### src/rtl/pipe_stage_elastic.sv
// Elastic pipeline register with a 2-entry skid buffer, registered in_ready and synchronous flush.
// Optional stall cycle counter is enabled by defining PIPE_STAGE_STALL_CNT_EN.
//
//   state | meaning
//   EMPTY | no entries held; main shows its last or flushed value
//   ONE   | main holds the head entry
//   TWO   | main holds the head entry and skid holds the next one; input stalled
module pipe_stage_elastic #(
  parameter int                 DATA_W    = 64,
  parameter logic [DATA_W-1:0]  FLUSH_VAL = {DATA_W{1'b0}}
) (
  input  logic              clk,
  input  logic              rst,
  input  logic              in_valid,
  output logic              in_ready,
  input  logic [DATA_W-1:0] in_data,
  input  logic              flush,
  output logic              out_valid,
  input  logic              out_ready,
  output logic [DATA_W-1:0] out_data,
  output logic [1:0]        occupancy
`ifdef PIPE_STAGE_STALL_CNT_EN
  ,
  output logic [15:0]       stall_cnt
`endif
);

  typedef enum logic [1:0] {
    EMPTY = 2'd0,
    ONE   = 2'd1,
    TWO   = 2'd2
  } state_t;

  state_t            state, state_nxt;
  logic [DATA_W-1:0] main_q, main_nxt;
  logic [DATA_W-1:0] skid_q, skid_nxt;
  logic              in_fire, out_fire;

  // Handshake outputs decode registered state only, so no ready path crosses the stage.
  assign out_valid = (state != EMPTY);
  assign in_ready  = (state != TWO);
  assign out_data  = main_q;
  assign occupancy = state;

  assign in_fire  = in_valid & in_ready;
  assign out_fire = out_valid & out_ready;

  always_ff @(posedge clk or negedge rst) begin
    if (!rst) begin
      state  <= EMPTY;
      main_q <= FLUSH_VAL;
      skid_q <= FLUSH_VAL;
    end else begin
      state  <= state_nxt;
      main_q <= main_nxt;
      skid_q <= skid_nxt;
    end
  end

  always_comb begin
    state_nxt = state;
    main_nxt  = main_q;
    skid_nxt  = skid_q;
    if (flush) begin
      state_nxt = EMPTY;
      main_nxt  = FLUSH_VAL;
      skid_nxt  = FLUSH_VAL;
    end else begin
      case (state)
        EMPTY: begin
          if (in_fire) begin
            state_nxt = ONE;
            main_nxt  = in_data;
          end
        end
        ONE: begin
          if (in_fire && out_fire) begin
            main_nxt = in_data;
          end else if (in_fire) begin
            state_nxt = TWO;
            skid_nxt  = in_data;
          end else if (out_fire) begin
            state_nxt = EMPTY;
          end
        end
        TWO: begin
          if (out_fire) begin
            state_nxt = ONE;
            main_nxt  = skid_q;
          end
        end
        default: state_nxt = EMPTY;
      endcase
    end
  end

`ifdef PIPE_STAGE_STALL_CNT_EN
  // Survives flush on purpose: it measures downstream back-pressure over the whole run.
  always_ff @(posedge clk or negedge rst) begin
    if (!rst) begin
      stall_cnt <= 16'd0;
    end else if (out_valid && !out_ready && (stall_cnt != 16'hFFFF)) begin
      stall_cnt <= stall_cnt + 16'd1;
    end
  end
`endif

endmodule

### config.mk
export PLATFORM = sky130hd
export DESIGN_NAME = pipe_stage_elastic
export DESIGN_NICKNAME = d
export VERILOG_FILES = /design/src/rtl/pipe_stage_elastic.sv
export SDC_FILE = /design/constraint.sdc
export NUM_CORES = 1
export LEC_CHECK = 0
export BUFFER_PORTS_ARGS = -buffer_cell sky130_fd_sc_hd__buf_2
export CELL_PAD_IN_SITES_DETAIL_PLACEMENT = 1
export CELL_PAD_IN_SITES_GLOBAL_PLACEMENT = 1
export CORE_MARGIN = 5
export CORE_UTILIZATION = 25
export CTS_CLUSTER_DIAMETER = 200
export CTS_CLUSTER_SIZE = 8
export DETAILED_ROUTE_END_ITERATION = 6
export PLACE_DENSITY = 0.56
export SYNTH_ARGS = -nofsm -noshare
export SYNTH_HDL_FRONTEND = slang
export SYNTH_SLANG_ARGS = --single-unit
### constraint.sdc
create_clock -name clk -period 2.18 [get_ports clk]
set_input_delay 0.545 -clock clk [delete_from_list [all_inputs] [get_ports clk]]
set_output_delay 0.545 -clock clk [all_outputs]
set_load 0.005 [all_outputs]
After elaboration in Yosys (flattened, before gate mapping)
Cells that the tools add are included.

word-level totals
  word-level logic and storage cells = 38
  output and inout port bits = 68
  flip-flop bits (word level) = 130
  input bits = 69

operators by class
  multiplexer cells = 15
  reduce and logical (&&, ||, !) cells = 9
  eq/ne operators = 9
  bitwise operators = 2

operator list
  kind                  count
  $mux W64              7
  $pmux W64 S3          1
  $mux W2               6
  $ne A3 B3 Y1 const B  4
  $reduce_and A4 Y1     2
  $pmux W2 S3           1
  $reduce_bool A2 Y1    3
  $ne A2 B2 Y1 const B  2
  $ne A4 B4 Y1 const B  1
  $reduce_bool A4 Y1    1
  $reduce_and A3 Y1     1
  $and A1 B1 Y1         2
  $eq A2 B1 Y1 const B  1
  $eq A2 B2 Y1 const B  1
  $logic_not A2 Y1      1
  $logic_and A1 B1 Y1   1

Depth between registers and ports, before layout
Gate-level depths: netlist (run 1).

  depth after elaboration = 7
  depth in mapped cells = 7
  gate-level depth less buffers = 5

Least setup slack after synthesis (run 1)
No wires, ideal clock.

  kind = input port to flip-flop
  start point = input flush
  end point = register main_q[44], in the netlist out_data[44]
  required time = 2055 ps
  path buffers = 3
  data arrival time = 1564 ps
  setup slack = 491 ps
  setup time = 125 ps
  stages on the path = 5
  cells stage by stage = clkbuf_1 -> clkbuf_1 -> clkbuf_1 -> a21oi_1 -> mux2_4

on the way
  cells in the longest elaborated chain, start to end = 2
  elaborated cells between the ends (all ways) = 6
  those cells by class = eq/ne (3); mux (1); reduce/logical (2)

RTL lines
  what                                                                        line  RTL
  start: declaration                                                          17    input logic flush,
  $ne A3 B3 Y1 (no source line) / $reduce_bool A4 Y1 (equally long branches)  -
  $reduce_and A4 Y1 (no source line)                                          -
  end signal: assignment                                                      55    main_q <= main_nxt;
  end: declaration                                                            35    logic [DATA_W-1:0] main_q, main_nxt;

Parallel ways exist; a longest one is shown, timed or not.
A chain may end at the register's enable or synchronous reset.

Final worst setup path (run 1)
  start point = register state[0], in the netlist occupancy[0]
  end point = output in_ready

on the way
  cells in the longest elaborated chain, start to end = 1

RTL lines
  what                      line  RTL
  start: declaration        34    state_t state, state_nxt;
  start signal: assignment  54    state <= state_nxt;
  $ne A2 B2 Y1              41    assign in_ready = (state != TWO);
  end: declaration          15    output logic in_ready,

Every way passes these cells.

==> metrics.txt, run 1 <==
synth unique cells 19; Critical Path, Cell by Cell nor2b_4 > inv_4 > buf_2; Leakage between 3 and 4 nW; Fmax between 500 and 600 MHz; Syn Nets about 700; I/O Buffers 136; first-pass GRT wire length 30,300 um; Slew @ Worst Pin 0.523 ns; clk sinks 130; Post-CTS Setup Inserts 0; Async SR Flop Fraction 100%; DP Area 0.00724 mm2; critical path's slowest cell dfrtp_1; Total Neg Setup Slack 0 ns; skew final between 0.008 and 0.009 ns; clock tree buffer depth 2; post-synth top area cell dfrtp_1; startpoint type of the worst setup path register; Clk pin slew, worst setup/hold paths ~0.060 ns; I/O pins around 140; First DRT Iteration DRCs 232; GRT Residual Overflow 0; Worst-Skew Late Latency between 0.4 and 0.5 ns; CP delay by family, top flip-flops; crit path DAT 1.43 ns; Critical R2R Capture out_data[20]; count of buffer and inverter cells on the critical path 2; Critical Path Fanout Max 17; vias in the first global route 5,374; site row count between 50 and 60; CP peak stage delay 0.52 ns; flops & latches, synth 130; root buf cell clkbuf_16; nets@finish approximately 840; initial antenna violation count 0; Int Pwr about 4.8 mW; R2R Setup Slk roughly 0.34 ns; crit end category output port; total die area roughly 0.028 mm2; Post-synth top cells nand2_1 (256), a21oi_1 (130), dfrtp_1 (130); # hold bufs at CTS 0; sequential share of power between 40% and 50%; largest net degree at the start of global routing 84; relative max-transition margin between 60 and 70%; via count around 5,000; Post-CTS Resized 0; core area 0.0242 mm2; DRT Wirelength around 18,000 um; antenna cells 0; Avg Cell Area, Syn approximately 9.6 um2; Routed WL per cell 16.5 um; Worst Path Required approximately 1.6 ns; CTS tree built; DIE WIDTH about 170 um; maxcap violations 0; vias per cell roughly 4.4; post-route ant nets 0; Routability Congestion about 0.70; critical path class register to output port; drt pass-1 iters 4; top-area cell type share of the netlist area 52.9%; sequential area share after synthesis a little over half; post-place setup slack 0.185 ns; Die Ht 167 um; Slew Viols, Final 0; FF-to-FF path depth 4; most frequent cell after synthesis nand2_1; Post-synth top flop dfrtp_1; Synth Warn # 0; All-Layer GR Usage between 10% and 20%; clock network power share between 40 and 50%; reg2reg start occupancy[1]; critical path depth in cells 3; Setup violations, final 0; Power Density between 800 and 900 mW/mm2; top post-synthesis cells by area dfrtp_1 (53%), nand2_1 (16%), mux2_4 (13%); Final Critical Period 1.97 ns; DRC 0; H-tree lvl count 4; Setup WS post-layout 0.208 ns; Gate power share roughly 12%; RSZ-0062 raised after global routing no; Initial Utilization about a quarter; synthesized cell area 0.00615 mm2; status finished clean; half-perimeter wire length after placement roughly 11,000 um; Final period util between 90% and 100%; hold crit path type primary input to async pin; Pwr Total approximately 6.5 mW; total CTS buffers 17; share of cells above drive strength 1 between 30 and 40%; Min Hold Slack between 0.07 and 0.08 ns; EDFF count, synth 0; NetSw between 1.5 and 2 mW; final hold violations 0; Sw Share around 25%; synth-to-layout area growth 27.7%; fin area roughly 0.0079 mm2; Mapped Cells ~640; VDD IR max 388 uV
## cell families after synthesis
family,after synthesis,share of synthesized area (%)
simple gates,265,16.5
compound gates,132,11.1
flops,130,52.9
mux,65,15.2
buf+inv,50,4.31
## metal layers
metal  routed length, um  up-vias  share of wire [%]  GRT usage (%)
met4                 172        0               0.95           3.56
met5                   0        -                  0              0
met3                 747       15                4.1           3.15
li1                    -     2353                  -              -
met1                9080     2414                 50           18.8
met2                8200      102                 45           21.3
## how the worst max path moves through the flow
stage,from,end,slack [ns]
after floorplan,flush,out_data[44],0.49
after global placement,in_valid,out_data[20],0.22
after detailed placement,in_valid,out_data[20],0.19
after CTS,occupancy[0],in_ready,0.01
after global routing,occupancy[0],in_ready,0.1
final,occupancy[0],in_ready,0.21
## cell usage in the layout, fill, tap and decap left out, drive strengths merged
master	n
clkinvlp	2
o21ai	1
bufinv	4
nor3	1
nor2b	2
nand2b	3
inv	2
mux2	64
dfrtp	130
buf	156
clkinv	8
a21oi	130
or2	2
nor2	1
nand2	256
mux2i	1
o211ai	1
clkbuf	17
## state kept, by name, summed over array words and instances (netlist names)
name / cells
out_data: 64
occupancy: 2
skid_q: 64
## final cells by class
cell class,count,area [um2]
Tap cell,324,405
Fill cell,2850,16400
Sequential cell,130,3250
Clock buffer,17,425
Timing Repair Buffer,156,927
Multi-Input combinational cell,462,2650
Clock inverter,14,190
Inverter,2,10.0
## power groups by stage
stage / clock network (mW) / logic, mW / registers, mW
3_3_place_gp: 0 / 0.799 / 2.69
3_5_place_dp: 0 / 0.812 / 2.69
2_1_floorplan: 0 / 0.423 / 2.68
6_report: 3.04 / 0.785 / 2.65
4_1_cts: 3.15 / 0.812 / 2.65
5_1_grt: 3.25 / 0.876 / 2.67
## stage by stage
step                utilization [%]  std cells
finish                         32.4       1105
global route                   32.4       1105
CTS                            32.4       1105
detailed placement             29.9       1074
global placement               29.9       1074
floorplan                         -        642
No activity file was read; power rests on OpenSTA's default activity.
==> run 2, diff against run 1 <==
--- a/config.mk
+++ b/config.mk
@@ -6,6 +6,7 @@
 export NUM_CORES = 1
 export LEC_CHECK = 0
 export BUFFER_PORTS_ARGS = -buffer_cell sky130_fd_sc_hd__buf_2
+export CAP_MARGIN = 10
 export CELL_PAD_IN_SITES_DETAIL_PLACEMENT = 1
 export CELL_PAD_IN_SITES_GLOBAL_PLACEMENT = 1
 export CORE_MARGIN = 5
==> constraint.sdc (replaced) <==
create_clock -name clk -period 2.18 [get_ports clk]
set_input_delay 0.545 -clock clk [delete_from_list [all_inputs] [get_ports clk]]
set_output_delay 0.545 -clock clk [all_outputs]
set_load 0.02 [all_outputs]
==> run 2 against run 1 <==
  * Largest power group unchanged
  * Clock power grew 6%
  * Clock skew is 0.0056 ns higher
  * First-iteration DRC count increased by 13%
  * Largest cell class unchanged
  * Count of clock-buffer cells in the layout up 2
  * Combinational power increased by 17%
  * Total power up 5.1%
  * Final cell count unchanged
  * Global-route usage up 0.11 points
  * Critical path depth is the same
==> metrics.txt, run 2 (synthesized netlist as in run 1, its figures left out) <==
H-tree lvl count 4; clk sinks 130; RSZ-0062 raised after global routing no; most common cell after layout, fill and taps aside nand2_1; site row count 57; Slew @ Worst Pin between 0.5 and 0.6 ns; VDD IR max between 300 and 400 uV; footprint of the multi-input gates 0.00265 mm2; Min Hold Slack approximately 0.066 ns; I/O Buffers around 140; via count 4,919; Setup WS post-layout ~0.13 ns; antenna cells 0; Critical Path, Cell by Cell nor2b_4 > inv_2 > buf_2; DRC 0; core area roughly 0.024 mm2; count of buffer and inverter cells on the critical path 2; Post-CTS Setup Inserts 0; Power Density between 800 and 900 mW/mm2; initial antenna violation count 1; crit path DAT around 1.5 ns; maxcap violations 0; startpoint type of the worst setup path register; DRT Wirelength approximately 18,000 um; vias in the first global route about 5,400; largest net degree at the start of global routing 84; synth-to-layout area growth 28.1%; CP peak stage delay 0.43 ns; skew final roughly 0.014 ns; GRT Residual Overflow 0; Die Ht between 150 and 200 um; First DRT Iteration DRCs 261; Initial Utilization 25.4%; total CTS buffers 17; Routability Congestion about 0.70; clock tree buffer depth 2; root buf cell clkbuf_16; fillers around 2,800; crit end category output port; first-pass GRT wire length about 31,000 um; Slew Viols, Final 0; drt pass-1 iters 4; CP delay by family, top buffers and inverters; final hold violations 0; hold crit path type primary input to async pin; Final Critical Period 2.05 ns; Critical Path Fanout Max 11; Total Neg Setup Slack 0 ns; critical path's slowest cell dfrtp_1; CTS tree built; relative max-transition margin roughly 64%; Clk pin slew, worst setup/hold paths roughly 0.07 ns; post-route ant nets 0; post-place setup slack about 0.20 ns; most frequent cells in the layout nand2_1 (256), buf_2 (134), a21oi_1 (130); I/O pins around 140; status finished clean; DIE WIDTH roughly 170 um; nets@finish 837; total die area roughly 0.028 mm2; Setup violations, final 0; Final period util between 90% and 100%; Worst Path Required roughly 1.6 ns; Leakage between 3 and 4 nW; half-perimeter wire length after placement ~11,000 um; Routed WL per cell 16.5 um; All-Layer GR Usage a little over an eighth; Fmax between 400 and 500 MHz; vias per cell 4.45; FF+latch area ~0.0033 mm2; Worst-Skew Late Latency between 0.4 and 0.5 ns; # hold bufs at CTS 0; critical path class register to output port; share of cells above drive strength 1 33.0%
[run 2: cell types whose count changed in the layout (fill, tap and decap cells not counted), sizes merged]
| cell | previous run | this run |
|---|---|---|
| clkbuf | 17 | 19 |
| clkinv | 8 | 6 |
| buf | 156 | 155 |
| bufinv | 4 | 5 |
| clkinvlp | 2 | 1 |
| inv | 2 | 3 |
[run 2: path summary, 6_finish.rpt]
check	startpoint	endpoint	slack (ns)	cells after the start
min in group clk	out_ready	occupancy[1]	0.34	2
hold / removal	rst	skid_q[35]	0.07	1
hold reg to reg	out_data[45]	out_data[45]	0.51	1
max in group asynchronous	rst	skid_q[55]	1.51	2
setup / recovery	occupancy[1]	in_ready	0.13	3
setup reg to reg	occupancy[1]	out_data[20]	0.34	4
[run 2: layout make-up]
cell class | count | share of cell area, %
inverter | 2 | 0.0952
sequential | 130 | 41.3
tap | 324 | 5.14
clock buffer | 19 | 5.62
multi-input combinational | 462 | 33.6
timing repair buffer | 155 | 11.7
clock inverter | 13 | 2.63
[run 2: through the flow]
step | cells | area [um2] | utilization [%] | total power, mW
2_1_floorplan | 642 | 6150 | - | 3.24
3_3_place_gp | 1073 | 7230 | 29.8 | 3.63
3_5_place_dp | 1073 | 7230 | 29.8 | 3.63
4_1_cts | 1105 | 7880 | 32.5 | 6.92
5_1_grt | 1105 | 7880 | 32.5 | 7.10
6_report | 1105 | 7880 | 32.5 | 6.79
[run 2: timing repair]
action / in CTS / in global routing
resized for setup: 0 / 1
endpoints found under the hold margin: 0 / 0
setup endpoints to repair: 0 / 1
[run 2: routing by layer]
layer	routed length, um	vias up	GRT usage [%]
met5	7	-	0
met4	148	2	2.77
met3	815	15	3.79
met2	8170	99	21.3
met1	9130	2447	19.1
li1	-	2356	-
[run 2: power by group]
part / internal [mW] / total, mW / switching [mW]
logic: 0.389 / 0.921 / 0.532
registers: 2.56 / 2.65 / 0.0896
clock network: 2.06 / 3.23 / 1.16
total: 5.01 / 6.79 / 1.78
==> run 3, diff against run 2 <==
--- a/config.mk
+++ b/config.mk
@@ -9,7 +9,6 @@
 export CAP_MARGIN = 10
 export CELL_PAD_IN_SITES_DETAIL_PLACEMENT = 1
 export CELL_PAD_IN_SITES_GLOBAL_PLACEMENT = 1
-export CORE_MARGIN = 5
 export CORE_UTILIZATION = 25
 export CTS_CLUSTER_DIAMETER = 200
 export CTS_CLUSTER_SIZE = 8
==> run 3 against run 2 <==
  * Final cell count barely moved
  * Clock skew fell by 0.0084 ns
  * First-iteration DRC count decreased by 21%
  * Maximum frequency grew 5.8%
  * Worst hold slack improved by 0.29 ns
  * Global-route usage up 1.4 points
  * Combinational power is 1% higher
  * Utilization about the same
  * Die area is 9.4% lower
  * Via count barely moved
  * Register-to-register slack improved by 0.03 ns
  * Sequential power barely moved
==> metrics.txt, run 3 (synthesized netlist as in run 1, its figures left out) <==
maxcap violations 0; post-place setup slack 0.213 ns; half-perimeter wire length after placement 10,800 um; relative max-transition margin approximately three quarters; NetSw about 1.7 mW; Fmax 515 MHz; Slew @ Worst Pin roughly 0.37 ns; CTS tree built; most common cell after layout, fill and taps aside nand2_1; final hold violations 0; Post-CTS Resized 0; site row count 57; Int Pwr between 4 and 5 mW; total CTS buffers 17; VDD IR max 455 uV; Total Neg Setup Slack 0 ns; skew final slightly below 0.006 ns; Sw Share between 20% and 30%; min-delay src out_ready; H-tree lvl count 4; startpoint type of the worst setup path register; Final Critical Period slightly below 2 ns; All-Layer GR Usage 15.0%; post-route ant nets 0; Critical Path Fanout Max 7; via count 4,920; Routability Congestion between 0.6 and 0.7; Worst Path Required ~1.6 ns; First DRT Iteration DRCs around 210; largest net degree at the start of global routing 66; FF-to-FF path depth 4; DRT Wirelength ~18,000 um; Clk pin slew, worst setup/hold paths approximately 0.06 ns; initial antenna violation count 1; Setup WS post-layout between 0.2 and 0.25 ns; total die area about 0.025 mm2; GRT Residual Overflow 0; Leakage ~3.9 nW; CP peak stage delay 0.48 ns; vias per cell between 4 and 5; antenna cells 0; vias in the first global route 5,113; reg2reg start occupancy[1]; hold crit path type primary input to register; share of cells above drive strength 1 about a third; Setup violations, final 0; root buf cell clkbuf_16; CP Launch Point occupancy[0]; Initial Utilization between 20% and 30%; clock tree buffer depth 2; synth-to-layout area growth 28.0%; clock network power share approximately 46%; Die Ht ~160 um; Gate power share ~14%; core area 0.0242 mm2; Slew Viols, Final 0; DIE WIDTH between 150 and 200 um; I/O pins 137; status finished clean; critical path's slowest cell dfrtp_1; most frequent cells in the layout nand2_1 (256), buf_2 (134), a21oi_1 (130), dfrtp_1 (130), mux2_4 (55); nets@finish ~840; Routed WL per cell ~16 um; Hold Path Cell Cnt 2; DRC 0; Worst-Skew Late Latency between 0.4 and 0.5 ns; Post-CTS Setup Inserts 0; RSZ-0062 raised after global routing no; I/O Buffers roughly 140; sequential share of power between 40 and 50%; Power Density roughly 840 mW/mm2; first-pass GRT wire length slightly below 30,000 um; crit end category output port; drt pass-1 iters 4; clk sinks 130; Final period util about nine tenths; critical path class register to output port; Min Hold Slack 0.353 ns; crit path DAT 1.40 ns; Critical Path, Cell by Cell nor2b_4 > inv_2 > buf_2
-- run 3: cell types whose count changed in the layout (fill, tap and decap cells not counted), moves of 2 or more --
cell,delta
clkinvlp_4,+2
clkbuf_8,+3
bufinv_16,-2
buf_4,-5
buf_12,+3
clkinv_4,-3
-- run 3: critical path: cells and delay by family, from the launching register on --
| family | cells | cell delay (ns) |
|---|---|---|
| AND/OR/NAND/NOR | 1 | 0.21 |
| flip-flops | 1 | 0.48 |
| buffers and inverters | 2 | 0.30 |
-- run 3: routing by layer --
metal	up-vias	global-route usage [%]	part of all wire (%)
li1	2346	-	-
met1	2459	21.7	51
met2	102	22.7	45
met3	11	3.21	3.7
met4	2	3.93	0.89
met5	-	0	0.061
-- run 3: what timing repair did --
action	CTS	global route
hold buffers	1	0
endpoints found under the hold margin	22	0
endpoints found under the setup margin	0	0
-- run 3: power groups by stage --
| stage | Clock [mW] | Combinational (mW) | Sequential [mW] |
|---|---|---|---|
| after floorplan | 0 | 0.426 | 2.81 |
| after global placement | 0 | 0.936 | 2.69 |
| after detailed placement | 0 | 0.947 | 2.69 |
| after CTS | 3.11 | 0.950 | 2.65 |
| after global routing | 3.21 | 1.01 | 2.66 |
| final | 3.01 | 0.930 | 2.65 |
-- run 3: final cells by class --
| class | count | area (um2) |
|---|---|---|
| fillers | 2820 | 16400 |
| flip-flops and latches | 130 | 3250 |
| multi-input cells | 462 | 2650 |
| repair buffers | 154 | 952 |
| clock buffers | 23 | 488 |
| well taps | 324 | 405 |
| clock inverters | 9 | 128 |
| inverters | 2 | 7.51 |
-- run 3: final timing paths --
check	endpoint	slack [ns]
max in group asynchronous	skid_q[49]	0.99
hold reg to reg	out_data[41]	0.50
hold / removal	occupancy[1]	0.35
min in group asynchronous	skid_q[39]	0.58
setup / recovery	in_ready	0.24
setup reg to reg	out_data[19]	0.37
-- run 3: per-stage QoR --
step	total power, mW	instances	utilization [%]	instance area [um2]
final	6.58	1104	32.5	7880
after global routing	6.89	1104	32.5	7880
after detailed placement	3.63	1071	29.9	7250
after CTS	6.71	1104	32.5	7880
after global placement	3.63	1071	29.9	7250
after floorplan	3.24	642	-	6150
